===== config.mk =====
export PLATFORM = sky130hd
export DESIGN_NAME = pc_update_unit_flat
export DESIGN_NICKNAME = d
export VERILOG_FILES = /design/src/rtl/pc_update_unit_if.sv /design/src/rtl/pc_update_unit.sv /design/src/flat_wrapper.sv
export SDC_FILE = /design/constraint.sdc
export NUM_CORES = 1
export LEC_CHECK = 0
export CORE_MARGIN = 3
export CORE_UTILIZATION = 45
export DETAILED_ROUTE_END_ITERATION = 10
export PLACE_DENSITY = 0.71
export RECOVER_POWER = 25
export SYNTH_ARGS = -nofsm -noshare
export SYNTH_HDL_FRONTEND = slang
export SYNTH_SLANG_ARGS = --single-unit

===== constraint.sdc =====
create_clock -name clk -period 5.37 [get_ports clk]
set_input_delay 1.074 -clock clk [delete_from_list [all_inputs] [get_ports clk]]
set_output_delay 1.074 -clock clk [all_outputs]
set_load 0.005 [all_outputs]

===== src/rtl/pc_update_unit_if.sv =====
// Bus between the control path and the PC stage: control/offset inputs plus
// PC, redirect and status outputs.
interface pc_update_unit_if #(
    parameter int unsigned CNT_W = 16
);
    logic             busywait;
    logic             jump;
    logic             branch_eq;
    logic             branch_ne;
    logic             zero;
    logic [31:0]      shifted_offset;
    logic [31:0]      pc;
    logic [31:0]      pc_plus4;
    logic             redirect;
    logic             stalled;
    logic             decode_err;
    logic [CNT_W-1:0] retired_count;

    modport master (
        output busywait, jump, branch_eq, branch_ne, zero, shifted_offset,
        input  pc, pc_plus4, redirect, stalled, decode_err, retired_count
    );

    modport slave (
        input  busywait, jump, branch_eq, branch_ne, zero, shifted_offset,
        output pc, pc_plus4, redirect, stalled, decode_err, retired_count
    );
endinterface


===== src/rtl/pc_update_unit.sv =====
// Program-counter stage: PC register, PC+4 / branch-target adders, next-PC
// selection, memory-stall freeze and a retired-instruction counter.
module pc_update_unit #(
    parameter logic [31:0] RESET_VECTOR = 32'h0000_0000,
    parameter int unsigned CNT_W        = 16
) (
    input  logic             clk,
    input  logic             reset,
    pc_update_unit_if.slave  bus
);

    typedef enum logic [1:0] {StBoot, StRun, StStall} state_e;

    state_e           state_q, state_d;
    logic [31:0]      pc_q, pc_d;
    logic [CNT_W-1:0] count_q, count_d;
    logic             derr_q, derr_d;

    logic [31:0] pc_plus4;
    logic [31:0] target;
    logic        dual_branch;
    logic        take;
    logic        retire;

    assign pc_plus4    = pc_q + 32'd4;
    assign target      = pc_plus4 + bus.shifted_offset;
    // Both branch kinds at once is a malformed decode: fall through unless JUMP.
    assign dual_branch = bus.branch_eq & bus.branch_ne & ~bus.jump;
    assign take        = bus.jump |
                         (~dual_branch & ((bus.branch_eq & bus.zero) |
                                          (bus.branch_ne & ~bus.zero)));

    always_comb begin
        state_d = state_q;
        pc_d    = pc_q;
        count_d = count_q;
        derr_d  = derr_q;
        retire  = 1'b0;

        unique case (state_q)
            StBoot: state_d = StRun;
            StRun: begin
                if (bus.busywait) begin
                    state_d = StStall;
                end else begin
                    retire = 1'b1;
                end
            end
            StStall: begin
                if (!bus.busywait) begin
                    retire  = 1'b1;
                    state_d = StRun;
                end
            end
            default: state_d = StBoot;
        endcase

        if (retire) begin
            pc_d    = take ? target : pc_plus4;
            count_d = count_q + 1'b1;
            if (dual_branch) begin
                derr_d = 1'b1;
            end
        end
    end

    always_ff @(posedge clk) begin
        if (!reset) begin
            state_q <= StBoot;
            pc_q    <= RESET_VECTOR;
            count_q <= '0;
            derr_q  <= 1'b0;
        end else begin
            state_q <= state_d;
            pc_q    <= pc_d;
            count_q <= count_d;
            derr_q  <= derr_d;
        end
    end

    assign bus.pc            = pc_q;
    assign bus.pc_plus4      = pc_plus4;
    assign bus.redirect      = take;
    assign bus.stalled       = (state_q == StStall);
    assign bus.decode_err    = derr_q;
    assign bus.retired_count = count_q;

endmodule


===== src/flat_wrapper.sv =====
// flat-port wrapper written by rule: the top's interface ports become plain ports
module pc_update_unit_flat 
#(
    parameter logic [31:0] RESET_VECTOR = 32'h0000_0000,
    parameter int unsigned CNT_W        = 16
)
  (clk, reset, bus_busywait, bus_jump, bus_branch_eq, bus_branch_ne, bus_zero, bus_shifted_offset, bus_pc, bus_pc_plus4, bus_redirect, bus_stalled, bus_decode_err, bus_retired_count);
  pc_update_unit_if #(.CNT_W(CNT_W)) bus_i ();
  input  logic clk;
  input  logic reset;
  input wire logic [$bits(bus_i.busywait)-1:0] bus_busywait;
  input wire logic [$bits(bus_i.jump)-1:0] bus_jump;
  input wire logic [$bits(bus_i.branch_eq)-1:0] bus_branch_eq;
  input wire logic [$bits(bus_i.branch_ne)-1:0] bus_branch_ne;
  input wire logic [$bits(bus_i.zero)-1:0] bus_zero;
  input wire logic [$bits(bus_i.shifted_offset)-1:0] bus_shifted_offset;
  output wire logic [$bits(bus_i.pc)-1:0] bus_pc;
  output wire logic [$bits(bus_i.pc_plus4)-1:0] bus_pc_plus4;
  output wire logic [$bits(bus_i.redirect)-1:0] bus_redirect;
  output wire logic [$bits(bus_i.stalled)-1:0] bus_stalled;
  output wire logic [$bits(bus_i.decode_err)-1:0] bus_decode_err;
  output wire logic [$bits(bus_i.retired_count)-1:0] bus_retired_count;
  assign bus_i.busywait = bus_busywait;
  assign bus_i.jump = bus_jump;
  assign bus_i.branch_eq = bus_branch_eq;
  assign bus_i.branch_ne = bus_branch_ne;
  assign bus_i.zero = bus_zero;
  assign bus_i.shifted_offset = bus_shifted_offset;
  assign bus_pc = bus_i.pc;
  assign bus_pc_plus4 = bus_i.pc_plus4;
  assign bus_redirect = bus_i.redirect;
  assign bus_stalled = bus_i.stalled;
  assign bus_decode_err = bus_i.decode_err;
  assign bus_retired_count = bus_i.retired_count;
  pc_update_unit #(.RESET_VECTOR(RESET_VECTOR), .CNT_W(CNT_W)) u_core (.clk(clk), .reset(reset), .bus(bus_i));
endmodule

-- Word level (Yosys, flattened, before mapping)
Index checks and enable logic that the tools add are counted.
- multiply operators: 0
- mux-type cells: 6
- bitwise gates (word level): 10
- shift operators: 0
- eq/ne operators: 4
- divide/modulo/power cells: 0
- reductions and logical operators: 4
- $lt $le $gt $ge: 0
- add/sub/neg operators: 3
- operators with widths (cell ; count):
    $add A32 B3 Y32 const B ; 1
    $add A32 B32 Y32 ; 1
    $mux W32 ; 1
    $add A16 B1 Y16 const B ; 1
    $pmux W2 S3 ; 1
    $and A1 B1 Y1 ; 5
    $mux W2 ; 2
    $ne A2 B2 Y1 const B ; 2
    $reduce_and A2 Y1 ; 2
    $not A1 Y1 ; 3
    $eq A2 B1 Y1 const B ; 1
    $eq A2 B2 Y1 const B ; 1
    $logic_not A2 Y1 ; 1
    $mux W1 ; 2
    $or A1 B1 Y1 ; 2
    $reduce_or A2 Y1 ; 1
- input bits: 39
- output and inout bits: 83
- bits in writable memories: 0
- ROM bits: 0
- word-level logic and storage cells: 31
- flip-flop bits (word level): 51
- latch bits: 0
- memories kept: 0

-- Longest topological paths before layout
Gate-level depths: netlist (run 1).
- word-level depth: 6
- depth in mapped cells: 17
- mapped depth without buffers: 16

-- Worst setup path after synthesis (run 1)
Ideal clock, no wire load.
- kind: register to register
- start: reg u_core.pc_q[2], in the netlist u_core.bus.pc[2]
- end: reg u_core.pc_q[29], in the netlist u_core.bus.pc[29]
- clock period less this slack: 3.530 ns
- stages on the path, launching flop included: 18
- path slack: 1.840 ns
- buffers on the path: 1
- arrival: 3.411 ns
- setup time: 0.119 ns
- data required time: 5.251 ns
- path through: dfxtp_1 ha_1 nand3_1 nor2_1 nand2_1 nor3_1 xor2_1 ha_1 clkbuf_1 a21o_1 a21o_1 a21oi_1 o21ai_0 a21oi_1 nand2_1 or3_1 a41oi_1 nor2_1
- word-level cells in the longest chain between the ends: 3
- ends and longest elaborated chain (item ; RTL line ; text):
    start, declared ; pc_update_unit.sv:15 ; logic [31:0] pc_q, pc_d;
    start signal, assigned ; pc_update_unit.sv:75 ; pc_q <= pc_d;
    $add A32 B3 Y32 ; pc_update_unit.sv:25 ; assign pc_plus4 = pc_q + 32'd4;
    net bus_pc_plus4[14] ; flat_wrapper.sv:18 ; output wire logic [$bits(bus_i.pc_plus4)-1:0] bus_pc_plus4;
    $add A32 B32 Y32 ; pc_update_unit.sv:26 ; assign target = pc_plus4 + bus.shifted_offset;
    $mux W32 ; pc_update_unit.sv:59 ; pc_d = take ? target : pc_plus4;
The timed path passes the listed nets, and every way through them passes these cells.
A chain may end at the register's enable or synchronous reset.

-- Worst setup path in the final report (run 1)
- start: reg u_core.pc_q[2], in the netlist u_core.bus.pc[2]
- end: reg u_core.pc_q[25], in the netlist u_core.bus.pc[25]
- word-level cells in the longest chain between the ends: 3
- ends and longest elaborated chain (item ; RTL line):
    $add A32 B3 Y32 (*) ; pc_update_unit.sv:25
    $add A32 B32 Y32 ; pc_update_unit.sv:26
    $mux W32 (*) ; pc_update_unit.sv:59
Mark *: on every way between the ends. The rest lies on a longest branch, timed or not.

==> results.rst, run 1 <==
.. list-table::
   :header-rows: 1

   * - Metric
     - Value
   * - Outcome
     - complete, no violations
   * - Detail-routed via count per cell
     - 5.82
   * - Routed length per instance
     - 16.8 um
   * - Pre-CTS setup slack
     - 1.36 ns
   * - Areal power density over the cells
     - 233 nW/um2
   * - Max-cap violations
     - 0
   * - Nature of the critical path endpoint
     - register
   * - Skew final
     - 0.0108 ns
   * - Distinct cell type count after synthesis
     - 62
   * - Avg Synthesized Cell Area
     - 7.55 um2
   * - Internal
     - 843 uW
   * - Top achievable clock speed
     - 239 MHz
   * - Reg-to-reg slack, setup
     - 1.19 ns
   * - Syn_nets
     - 694
   * - Number of buffers added by the clock tree synthesis step
     - 5
   * - Register clock-pin slew on the reported worst setup and hold paths
     - 0.11 ns
   * - Setup repair after global routing missed its margin
     - no
   * - Vias after detailed routing
     - 4941
   * - Clock tree buffer depth
     - 2
   * - Number of setup violations in the final report
     - 0
   * - Number of nets in the layout
     - 798
   * - Ratio of final minimum period to clock period
     - 77.8%
   * - Critical path capture point
     - u_core.bus.pc[25]$_SDFFE_PN0P_
   * - Sequential Power Share
     - 33.8%
   * - Width of the die
     - 107 um
   * - Start-to-end type of the worst setup path
     - register to register
   * - Hold Violations, Final
     - 0
   * - Leak
     - 0.00253 uW
   * - Total negative setup slack
     - 0 ns
   * - Number of storage elements in the synthesis netlist
     - 51
   * - Post-Route M1 WL
     - 6330 um
   * - Detail Route met2 WL
     - 6540 um
   * - Switching pwr
     - 560 uW
   * - Site row count
     - 36
   * - Synth async-reset ratio
     - 0%
   * - Via count of the first global-routing pass
     - 4704
   * - Gates resized, CTS repair
     - 0
   * - Worst IR drop on VDD
     - 116 uV
   * - Highest-count cells in the layout ignoring fill and taps
     - clkdlybuf4s50_1 (89), a21oi_1 (77), nand2_1 (71)
   * - Total global routing track utilization
     - 24.3%
   * - Post-layout min period
     - 4.18 ns
   * - Highest metal layer used by the detailed router
     - met4
   * - Routed Wire Length
     - 14300 um
   * - Post-route DRC violation count
     - 0
   * - Clock network power share
     - 17.6%
   * - Core Footprint
     - 9860 um2
   * - Endpoint of the most critical register-to-register path
     - u_core.bus.pc[25]$_SDFFE_PN0P_
   * - Final weighted congestion in routability-driven placement
     - 1.01
   * - Yosys Warn Count
     - 0
   * - Mapped Area
     - 4620 um2
   * - GRT overflow
     - 0
   * - Final Cell Area
     - 6010 um2
   * - CTS H-tree lvls
     - 2
   * - Die Outline Area
     - 11500 um2
   * - Worst endpoint data arrival time
     - 4.36 ns
   * - Tightest slew margin relative to the limit
     - 20.2%
   * - Sequential cell area fraction in the yosys report
     - 22.1%
   * - Commonest non-fill, non-tap cell in the layout
     - clkdlybuf4s50_1
   * - Launching instance or port of the critical path
     - u_core.bus.pc[2]$_SDFFE_PN0P_
   * - Type of the most critical hold path
     - register to register
   * - Fraction of power spent switching nets
     - 39.9%
   * - Number of antenna diodes
     - 0
   * - Type of origin of the critical path
     - register
   * - Synthesized instance count
     - 611
   * - Data required time of the worst path
     - 5.55 ns
   * - Number of pins with negative max-slew slack in the final report
     - 0
   * - Post-DP HPWL
     - 11000 um
   * - CP Max Fanout
     - 7
   * - Antenna viol nets, final
     - 0
   * - Clock insertion delay at the later pin of the skew report
     - 0.31 ns
   * - Count of filler cells inserted in the layout
     - 933
   * - Final setup slack of the worst path
     - 1.19 ns
   * - Number of buffers inserted to repair setup after CTS
     - 0
   * - Worst r2r src
     - u_core.bus.pc[2]$_SDFFE_PN0P_
   * - Largest net degree at the start of global routing
     - 29
   * - Dominant synthesized flop cell
     - dfxtp_1
   * - I/O pin total
     - 122
   * - Tightest Pin Transition
     - 1.20 ns
   * - Die Y
     - 107 um
   * - Placed inst area
     - 5920 um2
   * - Logic depth of the worst register-to-register path
     - 16
   * - Number of iterations in the first detailed-routing pass
     - 5
   * - DRT iter0 DRCs
     - 304
   * - Number of hold-repair buffers added at the cts stage
     - 0
   * - Starting utilization of the core area
     - 46.8%
   * - Sum of met3 wire segment lengths after detailed routing
     - 1160 um
   * - Layout Area Growth over Synthesis
     - 30.2%
   * - Clock tree from TritonCTS
     - done
   * - Number of I/O port buffers
     - 121
   * - Post-layout power
     - 1400 uW
   * - Worst hold margin
     - 0.497 ns
   * - Global-route wire length before repair
     - 22900 um
   * - Share of total power in combinational logic
     - 48.6%
   * - Number of antenna violations at the first check in global routing
     - 0
   * - EDFF count, synth
     - 0
   * - Root buffer cell
     - clkbuf_8
   * - Layout cells sized above 1
     - 4.61%
   * - Total number of clock tree sinks
     - 51
-- critical path: stages, from the launching register on --
cell	delay (ns)
dfxtp_1	0.45
ha_1	0.27
nand3_1	0.20
nor2_1	0.29
nand2_1	0.16
nor3_1	0.20
xor2_1	0.32
ha_1	0.40
a21o_1	0.24
a21o_1	0.18
a21oi_1	0.16
o21ai_0	0.10
a21oi_1	0.39
a31oi_1	0.20
xor2_1	0.18
a221oi_1	0.27
nor2_1	0.06
-- power groups by stage --
stage / clock network (uW) / logic (uW) / registers [uW]
2_1_floorplan: 0 / 417 / 468
3_3_place_gp: 0 / 673 / 479
3_5_place_dp: 0 / 676 / 482
4_1_cts: 255 / 682 / 473
5_1_grt: 268 / 748 / 481
6_report: 247 / 682 / 474
-- synthesized netlist by cell type, drive strengths merged (6+ instances only) --
master	number	area [um2]
a21o	17	128
a21oi	77	385
a31oi	10	62.6
and3	8	52.6
buf	7	43.8
clkbuf	24	91.3
dfxtp	51	1020
ha	43	538
inv	15	56.3
nand2	72	273
nand2b	8	57.6
nand3	19	108
nand4	13	81.3
nor2	56	210
nor3	10	61.3
o21ai	33	169
o221ai	15	131
or3	6	42.5
xnor2	40	358
xor2	27	236
-- per-stage QoR --
step / utilization, % / std cells
floorplan: - / 611
global placement: 60.0 / 841
detailed placement: 60.0 / 841
CTS: 61.0 / 849
global route: 60.9 / 849
finish: 60.9 / 849
-- sequential cells by signal (all words and copies together) (netlist names) --
register and flops:
u_core.bus.retired_count 16, u_core.bus.decode_err 1, u_core.bus.pc 32, u_core.state_q 2
-- metal layers --
metal | GRT usage [%] | up-vias
met3 | 3.24 | 18
met5 | 0 | -
met4 | 6.58 | 0
met2 | 39.9 | 211
met1 | 33.4 | 2288
li1 | - | 2424
-- layout make-up --
cell class	instances	area [um2]	area share, %
multi-input cells	514	3410	56.7
repair buffers	128	1260	21.0
flip-flops and latches	51	1020	17.0
well taps	133	166	2.77
clock buffers	5	68.8	1.15
inverters	15	56.3	0.937
clock inverters	3	28.8	0.479
-- cells by family (layout without fill, tap and decap cells) --
kind of cell	after synthesis	after routing	synth area share [%]
adders and majority gates	44	44	12.1
AOI/OAI and AO/OA	189	189	25.9
buffers and inverters	46	151	4.15
and+or+nand+nor	214	214	22.9
DFF	51	51	22.1
xor gates and xnor gates	67	67	12.9
-- worst min path at each step --
stage                                                   from                                  endpoint  slack (ns)  depth (start not counted)
floorplan                 u_core.bus.decode_err$_SDFFE_PN0P_        u_core.bus.decode_err$_SDFFE_PN0P_        0.46                          2
global placement          u_core.bus.decode_err$_SDFFE_PN0P_        u_core.bus.decode_err$_SDFFE_PN0P_        0.46                          2
detailed placement        u_core.bus.decode_err$_SDFFE_PN0P_        u_core.bus.decode_err$_SDFFE_PN0P_        0.48                          2
CTS                       u_core.bus.decode_err$_SDFFE_PN0P_        u_core.bus.decode_err$_SDFFE_PN0P_        0.50                          2
global route        u_core.bus.retired_count[1]$_SDFFE_PN0P_  u_core.bus.retired_count[1]$_SDFFE_PN0P_        0.54                          2
finish                    u_core.bus.decode_err$_SDFFE_PN0P_        u_core.bus.decode_err$_SDFFE_PN0P_        0.50                          2
No activity file was read; power rests on OpenSTA's default activity.
==> run 2: changes to the inputs <==
--- a/config.mk
+++ b/config.mk
@@ -8,7 +8,7 @@
 export CORE_MARGIN = 3
 export CORE_UTILIZATION = 45
 export DETAILED_ROUTE_END_ITERATION = 10
-export PLACE_DENSITY = 0.71
+export PLACE_DENSITY = 0.74
 export RECOVER_POWER = 25
 export SYNTH_ARGS = -nofsm -noshare
 export SYNTH_HDL_FRONTEND = slang
==> constraint.sdc (replaced) <==
create_clock -name clk -period 3.8 [get_ports clk]
set_input_delay 0.76 -clock clk [delete_from_list [all_inputs] [get_ports clk]]
set_output_delay 0.76 -clock clk [all_outputs]
set_load 0.005 [all_outputs]
==> results.rst, run 2 (same netlist as run 1, synthesis figures left out) <==
.. list-table::
   :header-rows: 1

   * - Metric
     - Value
   * - Outcome
     - complete, no violations
   * - Die Outline Area
     - 11500 um2 (unchanged)
   * - GRT overflow
     - 0 (unchanged)
   * - Type of origin of the critical path
     - register
   * - Setup repair after global routing missed its margin
     - no
   * - Share of total power in combinational logic
     - 51.4% (+2.8 points)
   * - Highest-count cells in the layout ignoring fill and taps
     - clkdlybuf4s50_1 (95), a21oi_1 (71), nand2_1 (70)
   * - Site row count
     - 36 (unchanged)
   * - Starting utilization of the core area
     - 46.8% (unchanged)
   * - Internal
     - 1240 uW (+47%)
   * - Top achievable clock speed
     - 277 MHz
   * - Post-route DRC violation count
     - 0 (unchanged)
   * - Areal power density over the cells
     - 329 nW/um2 (+41%)
   * - Final cell count without fillers
     - 873 (+2.8%)
   * - Skew final
     - 0.00728 ns (-0.00354 ns)
   * - Final setup slack of the worst path
     - 0.195 ns (-0.996 ns)
   * - Detail-routed via count per cell
     - 5.89 (+1.2%)
   * - Post-layout min period
     - 3.61 ns
   * - Number of antenna violations at the first check in global routing
     - 0 (unchanged)
   * - Sequential Power Share
     - 31.4% (-2.4 points)
   * - Root buffer cell
     - clkbuf_8
   * - Die Y
     - 107 um (unchanged)
   * - Post-layout power
     - 2070 uW (+48%)
   * - Worst IR drop on VDD
     - 186 uV (+60%)
   * - Number of cells traversed by the worst hold path
     - 2 (unchanged)
   * - Tightest Pin Transition
     - 1.13 ns (-0.0714 ns)
   * - Vias after detailed routing
     - 5142 (+4.1%)
   * - Data required time of the worst path
     - 3.04 ns (-2.51 ns)
   * - Tightest slew margin relative to the limit
     - 24.9% (+4.8 points)
   * - Number of antenna diodes
     - 0 (unchanged)
   * - I/O pin total
     - 122 (unchanged)
   * - Placed inst area
     - 6070 um2 (+2.7%)
   * - Routed Wire Length
     - 15000 um (+5.5%)
   * - Logic depth of the worst register-to-register path
     - 15 (-1)
   * - Number of I/O port buffers
     - 121 (unchanged)
   * - Total global routing track utilization
     - 25.1% (+0.85 points)
   * - Count of filler cells inserted in the layout
     - 867 (-7.1%)
   * - Width of the die
     - 107 um (unchanged)
   * - Number of iterations in the first detailed-routing pass
     - 5 (unchanged)
   * - Layout Area Growth over Synthesis
     - 36.6%
   * - Number of buffers added by the clock tree synthesis step
     - 5 (unchanged)
   * - Commonest non-fill, non-tap cell in the layout
     - clkdlybuf4s50_1
   * - Total number of clock tree sinks
     - 51 (unchanged)
   * - Clock tree from TritonCTS
     - done
   * - Number of setup violations in the final report
     - 0 (unchanged)
   * - Clock network power share
     - 17.2% (-0.4 points)
   * - Core Footprint
     - 9860 um2 (unchanged)
   * - DRT iter0 DRCs
     - 394 (+30%)
   * - Via count of the first global-routing pass
     - 4927 (+4.7%)
   * - Clock insertion delay at the later pin of the skew report
     - 0.31 ns (about the same)
   * - Final Cell Area
     - 6300 um2 (+4.9%)
   * - Global-route wire length before repair
     - 23700 um (+3.6%)
   * - Layout cells sized above 1
     - 10.8% (+6.2 points)
   * - Number of nets in the layout
     - 822 (+3.0%)
   * - Antenna viol nets, final
     - 0 (unchanged)
   * - Post-DP HPWL
     - 11600 um (+4.9%)
   * - Leak
     - 0.00266 uW (+5.1%)
   * - Start-to-end type of the worst setup path
     - register to output port
   * - Switching pwr
     - 832 uW (+49%)
   * - CTS H-tree lvls
     - 2 (unchanged)
   * - Post-Route Utilization
     - 63.9% (+3.0 points)
   * - Ratio of final minimum period to clock period
     - 94.9%
   * - Number of pins with negative max-slew slack in the final report
     - 0 (unchanged)
   * - Final weighted congestion in routability-driven placement
     - 0.911 (-9.8%)
   * - Pre-CTS setup slack
     - -0.0515 ns (-1.41 ns)
   * - Worst endpoint data arrival time
     - 2.85 ns (-1.51 ns)
   * - Routed length per instance
     - 17.2 um (+2.6%)
   * - Nature of the critical path endpoint
     - output port
   * - Fraction of power spent switching nets
     - 40.2% (+0.25 points)
   * - Clock tree buffer depth
     - 2 (unchanged)
   * - Largest net degree at the start of global routing
     - 26 (-10%)
   * - Max reg flops
     - 32 (unchanged)
   * - Max-cap violations
     - 0 (unchanged)
   * - CP Max Fanout
     - 8 (+1)
   * - Total placed cells including tap cells
     - 862 (+2.5%)
   * - Register clock-pin slew on the reported worst setup and hold paths
     - 0.11 ns (about the same)
   * - Hold Violations, Final
     - 0 (unchanged)
   * - Type of the most critical hold path
     - register to register
run 2: timing repair:
action	CTS	global route
pin swaps	1	2
gates resized for setup	4	22
setup buffers	2	1
hold buffers	0	0
endpoints found under the setup margin	2	15
gates cloned	0	0
run 2: area by class of cell:
cell class	instances	area (um2)	share of cell area, %
Clock buffer	5	68.8	1.09
Clock inverter	3	28.8	0.456
Multi-Input combinational cell	514	3520	55.8
Inverter	15	56.3	0.893
Sequential cell	51	1030	16.3
Tap cell	133	166	2.64
Timing Repair Buffer	152	1440	22.8
run 2: metrics by stage:
stage	hold WS (ns)	setup TNS, ns
2_1_floorplan	0.461	0
3_3_place_gp	0.457	0
3_5_place_dp	0.486	-0.0515
4_1_cts	0.510	0
5_1_grt	0.537	0
6_report	0.506	0
run 2: critical path: stages (launching register included):
cell and delay [ns]:
dfxtp_1 0.38, and3_2 0.21, nand3_4 0.13, or4_4 0.59
nand2b_4 0.19, nor3_4 0.27, xor2_2 0.21, clkdlybuf4s50_1 0.53
run 2: routing by layer:
layer  global-route usage, %  up-vias  wire, um
met3                    3.00       26       993
li1                        -     2460         -
met1                    33.6     2444      6580
met4                    6.94        0       233
met5                       0        -         0
met2                    42.7      212      7240
run 2: power groups by stage:
stage          clock network [uW]  logic, uW  registers [uW]
4_1_cts                       365       1040             646
6_report                      357       1060             651
2_1_floorplan                   0        589             662
5_1_grt                       377       1150             658
3_3_place_gp                    0       1010             655
3_5_place_dp                    0       1030             658
run 2: worst paths after layout:
path                                            from                            endpoint  slack (ns)
setup / recovery       u_core.bus.pc[2]$_SDFFE_PN0P_                    bus_pc_plus4[27]        0.19
hold / removal    u_core.bus.decode_err$_SDFFE_PN0P_  u_core.bus.decode_err$_SDFFE_PN0P_        0.51
setup reg to reg       u_core.bus.pc[2]$_SDFFE_PN0P_      u_core.bus.pc[23]$_SDFFE_PN0P_        0.25
hold reg to reg   u_core.bus.decode_err$_SDFFE_PN0P_  u_core.bus.decode_err$_SDFFE_PN0P_        0.51
